`src/rtl/if_fetch_unit.sv`:
```
// IF-stage fetch controller: owns the PC, fetches over a req/ack memory handshake,
// and holds the IF/ID register with a one-entry skid buffer behind it.
module if_fetch_unit #(
  parameter logic [31:0] RESET_PC = 32'h0000_0000,
  parameter logic [31:0] NOP_INST = 32'h0000_0013
) (
  input  logic        clk,
  input  logic        rstn,
  input  logic        redirect_valid,
  input  logic [31:0] redirect_pc,
  input  logic        stall,
  output logic        imem_req,
  output logic [31:0] imem_addr,
  input  logic        imem_ack,
  input  logic [31:0] imem_rdata,
  output logic [31:0] pc,
  output logic        ifid_valid,
  output logic [31:0] ifid_pc,
  output logic [31:0] ifid_inst,
  output logic        ifid_flush,
  output logic        idex_flush,
  output logic        misalign_err
);

  typedef enum logic [1:0] {
    IDLE  = 2'd0,
    FETCH = 2'd1,
    DRAIN = 2'd2
  } state_t;

  state_t      state;
  logic [31:0] drain_addr;
  logic        skid_valid;
  logic [31:0] skid_pc;
  logic [31:0] skid_inst;
  logic        fetch_ack;
  logic        ifid_accept;

  // In DRAIN the memory still owes us the old request, so the address it saw
  // must stay on the bus even though pc already points at the redirect target.
  assign imem_req    = ((state == FETCH) && !skid_valid) || (state == DRAIN);
  assign imem_addr   = (state == DRAIN) ? drain_addr : pc;
  assign ifid_flush  = redirect_valid;
  assign idex_flush  = redirect_valid;
  assign fetch_ack   = (state == FETCH) && !skid_valid && imem_ack;
  assign ifid_accept = !stall || !ifid_valid;

  // NOTE: every register here uses <= so all updates see pre-edge values,
  // which is what lets pc, IF/ID and the skid buffer change in the same edge.
  always_ff @(posedge clk or negedge rstn) begin
    if (!rstn) begin
      state        <= IDLE;
      pc           <= RESET_PC;
      drain_addr   <= RESET_PC;
      ifid_valid   <= 1'b0;
      ifid_pc      <= 32'h0;
      ifid_inst    <= NOP_INST;
      skid_valid   <= 1'b0;
      skid_pc      <= 32'h0;
      skid_inst    <= NOP_INST;
      misalign_err <= 1'b0;
    end else if (redirect_valid) begin
      // Redirect beats stall: wrong-path IF/ID and skid contents are dropped,
      // and any same-cycle response is ignored.
      pc         <= {redirect_pc[31:2], 2'b00};
      ifid_valid <= 1'b0;
      ifid_inst  <= NOP_INST;
      skid_valid <= 1'b0;
      if (redirect_pc[1:0] != 2'b00) misalign_err <= 1'b1;
      case (state)
        IDLE:  state <= FETCH;
        FETCH: begin
          if (imem_req && !imem_ack) begin
            state      <= DRAIN;
            drain_addr <= pc;
          end
        end
        DRAIN: state <= DRAIN;
        // NOTE: the unused encoding recovers to IDLE instead of locking up.
        default: state <= IDLE;
      endcase
    end else begin
      case (state)
        IDLE:  state <= FETCH;
        FETCH: if (fetch_ack) pc <= pc + 32'd4;
        DRAIN: if (imem_ack) state <= FETCH;
        default: state <= IDLE;
      endcase

      if (ifid_accept) begin
        if (skid_valid) begin
          ifid_valid <= 1'b1;
          ifid_pc    <= skid_pc;
          ifid_inst  <= skid_inst;
          skid_valid <= 1'b0;
        end else if (fetch_ack) begin
          ifid_valid <= 1'b1;
          ifid_pc    <= pc;
          ifid_inst  <= imem_rdata;
        end else begin
          ifid_valid <= 1'b0;
          ifid_inst  <= NOP_INST;
        end
      end else if (fetch_ack) begin
        // IF/ID is stalled with a live instruction; park the response.
        skid_valid <= 1'b1;
        skid_pc    <= pc;
        skid_inst  <= imem_rdata;
      end
    end
  end

endmodule
```
`config.mk`:
```
export PLATFORM = sky130hd
export DESIGN_NAME = if_fetch_unit
export DESIGN_NICKNAME = d
export VERILOG_FILES = /design/src/rtl/if_fetch_unit.sv
export SDC_FILE = /design/constraint.sdc
export NUM_CORES = 1
export LEC_CHECK = 0
export ABC_AREA = 1
export ABC_CLOCK_PERIOD_IN_PS = 1500
export BUFFER_PORTS_ARGS = -buffer_cell sky130_fd_sc_hd__buf_2
export CORE_AREA = 2 2 142 171
export CTS_BUF_LIST = sky130_fd_sc_hd__clkbuf_8
export CTS_CLUSTER_DIAMETER = 100
export CTS_CLUSTER_SIZE = 16
export DETAILED_ROUTE_END_ITERATION = 12
export DIE_AREA = 0 0 144 173
export REMOVE_ABC_BUFFERS = 1
export SLEW_MARGIN = 20
export SYNTH_ARGS = -nofsm -noshare
export SYNTH_HDL_FRONTEND = slang
export SYNTH_SLANG_ARGS = --single-unit
```
`constraint.sdc`:
```
create_clock -name clk -period 1.5 [get_ports clk]
set_clock_uncertainty 0.1 [all_clocks]
set_input_delay 0.15 -clock clk [delete_from_list [all_inputs] [get_ports clk]]
set_output_delay 0.15 -clock clk [all_outputs]
set_load 0.01 [all_outputs]
```
==> metrics.md <==
| Metric | Value |
|---|---|
| Root buf cell | clkbuf_8 |
| Maximum vdd drop | about 0.76 mV |
| Tcrit/Tclk final | 132.6% |
| Req. time, crit path | between 1000 and 1500 ps |
| R2R cell count | 10 |
| Initial cell density of the core | 39.67% |
| Most frequent cells in the layout | nand2_1, buf_2, dfrtp_1 |
| H-tree depth | 4 |
| Sequential fraction of the synthesis area | between 50 and 60% |
| Routed len/inst | approximately 17 microns |
| Antenna-violating nets left | 0 |
| Die area | 24910 sq um |
| FILL cells | between 2000 and 2500 |
| MaxCap Viol Count | 0 |
| Ordered list of cells on the worst path | buf_6 > ha_4 > buf_12 > clkbuf_16 > o21ai_1 > buf_2 |
| RSZ-0062 raised after global routing | yes |
| R2R Path Start | state[1]$_DFFE_PN0P_ |
| Post-DP HPWL | ~19 mm |
| CTS Sinks | 189 |
| Area of the multi-input gates | 3945 sq um |
| CTS clk-pin slew, worst paths | about 90 ps |
| GRT Overall Usage | 24.36% |
| Cts bufs inserted | 17 |
| Clk_lat worst skew | 470 ps |
| Die Span Y | roughly 170 microns |
| Violated checks | negative setup slack |
| Final hold violation count | 0 |
| Port bufs | about 200 |
| Boundary pin count | ~200 |
| Static leakage | ~0.0066 uW |
| R2r endpoint | skid_pc[15]$_DFFE_PN0P_ |
| Kind of critical path | flop to output port |
| Commonest non-fill, non-tap cell in the layout | nand2_1 |
| Number of synthesized flops with an enable pin | 0 |
| Tmin final | between 1500 and 2000 ps |
| Setup crit start kind | flop |
| Synth Instances | ~1100 |
| Synth async-reset ratio | between 90% and 100% |
| Sequential cell area | between 4000 and 5000 sq um |
| Congestion Overflow GR | 0 |
| Vias/cell | 4.992 |
| Crit end category | output port |
| Antenna Cells | 0 |
| Max Fanout on Critical Path | 7 |
| First-pass GRT wire length | 47.31 mm |
| Pwr per Cell Area | 1434 nW/um^2 |
| Hold Crit Class | input pin to async pin |
| Cells after DPL | 1679 |
| Worst path max stage delay | roughly 400 ps |
| Drt total wl | 30.15 mm |
| Die width | between 100 and 150 microns |
| Post-route insts no fill | ~1800 |
| Pin count of the biggest net entering global routing | 40 |
| Total number of vias | between 8000 and 9000 |
| Clock tree from TritonCTS | done |
| YS warnings | 0 |
| R2R setup slack | -310 ps |
| Synthesis-to-finish area growth | 41.96% |
| Routability cong. | 0.8856 |
| #FFs+latches synth | 189 |
| Top FF cell, synth | dfrtp_1 |
| Final WS setup | -489.0 ps |
| Clock buffer depth | 2 |
| DRT iter0 DRCs | 454 |
| DRC viols | 0 |
| # rows | 61 |
| Final nets | approximately 1500 |
| Final setup violation count | 219 |
| Crit path capture | imem_addr[30] |
| CP Launch Point | state[1]$_DFFE_PN0P_ |
| Syn_area_per_cell | 8.077 sq um |
| Slew Limit Fails | 0 |
| CORE AREA | between 20000 and 25000 sq um |
| Vias in the first global route | about 9000 |
| DRT Pass-1 Iters | 5 |
| Worst EP arrival | around 1700 ps |
| F_max | between 0.5 and 0.6 GHz |
| Yosys cell types | 34 |
| Layout cell share with drive strength beyond 1 | just under 30% |
| Initial antenna violation count | 1 |
| Status | finished, violations left |
| Cell Area, Synth | 9175 sq um |
| Crit path max-delay cell type | dfrtp_1 |
| Hold Slack | just under 90 ps |
## timing repair
action / CTS / global route
setup buffers: 8 / 0
hold buffers: 67 / 0
gates resized for setup: 83 / 34
setup endpoints to repair: 220 / 225
hold endpoints to repair: 280 / 0
pin swaps: 3 / 15
gates cloned: 11 / 2
## kinds of logic (layout without fill, tap and decap cells)
group | after synthesis | in the layout | share of synthesized area, %
AOI/OAI and AO/OA | 221 | 221 | 15.23
xor gates and xnor gates | 6 | 6 | 0.5727
DFF | 189 | 189 | 51.63
and+or+nand+nor | 552 | 552 | 24.36
adders and majority gates | 4 | 4 | 0.5455
buffers and inverters | 163 | 506 | 7.623
other | 1 | 6 | 0.04087
## through the flow
step | area [sq um] | TNS, ps | worst slack [ps] | utilization (%) | power (uW)
2_1_floorplan | 8843 | -257300 | -1654 | - | 10920
3_3_place_gp | 11190 | -19940 | -220.5 | 48.40 | 13750
3_5_place_dp | 11190 | -22140 | -217.1 | 48.40 | 13920
4_1_cts | 12850 | -46400 | -498.1 | 55.59 | 18490
5_1_grt | 13030 | -68630 | -547.1 | 56.32 | 19910
6_report | 13030 | -49890 | -489.0 | 56.32 | 18680
## cells in the mapped netlist, drive strengths merged (3+ instances only)
master,number,share of area (%)
o211ai,3,0.25
nand2,362,15
inv,92,3.8
clkbuf,30,1.2
dfrtp,183,50
xor2,6,0.57
dfstp,6,1.7
ha,4,0.55
nand3,75,4.3
a21oi,5,0.27
o21bai,5,0.45
o22ai,29,2.0
nor2,111,4.9
o21ai,146,8.0
o31ai,30,4.1
buf,40,2.6
## layout make-up
class	instances	area share, %
Timing Repair Buffer	381	24.36
Clock inverter	13	1.230
Tap cell	315	3.026
Multi-Input combinational cell	789	30.29
Inverter	93	2.719
Sequential cell	189	36.37
Clock buffer	19	2.008
## routing by layer
| metal | part of all wire, % | GRT usage (%) |
|---|---|---|
| met2 | 50 | 42.00 |
| met4 | 2.7 | 8.007 |
| met3 | 6.4 | 5.871 |
| met1 | 41 | 29.71 |
| met5 | 0.043 | 0 |
## how the worst min path moves through the flow
stage / from / to / slack, ps / depth (start not counted)
global placement: rstn / misalign_err$_DFFE_PN0P_ / 20 / 1
detailed placement: rstn / misalign_err$_DFFE_PN0P_ / 20 / 1
floorplan: rstn / drain_addr[10]$_DFFE_PN0P_ / -250 / 0
CTS: rstn / misalign_err$_DFFE_PN0P_ / 70 / 2
global route: rstn / ifid_inst[8]$_DFFE_PN0P_ / 90 / 2
finish: rstn / misalign_err$_DFFE_PN0P_ / 90 / 2
## power by group
group	switching, uW	leakage [uW]	internal [uW]
Combinational	4040	0.00406	3360
Sequential	899	0.00234	6720
Clock	1910	0.000218	1750
Total	6850	0.00662	11800
## state kept, by name (all words and copies together), names as in the netlist
register and count:
drain_addr 30, ifid_inst 32, ifid_pc 30, ifid_valid 1, misalign_err 1, pc 30, skid_inst 32, skid_pc 30
skid_valid 1, state 2
## critical path: cells and delay by family (launching register included)
family / cells / cell delay (ps)
buffers and inverters: 4 / 590
flip-flops: 1 / 400
adder cells (fa/ha/maj): 1 / 170
AO/OA/AOI/OAI: 1 / 120
(Power assumes the default switching activity.)
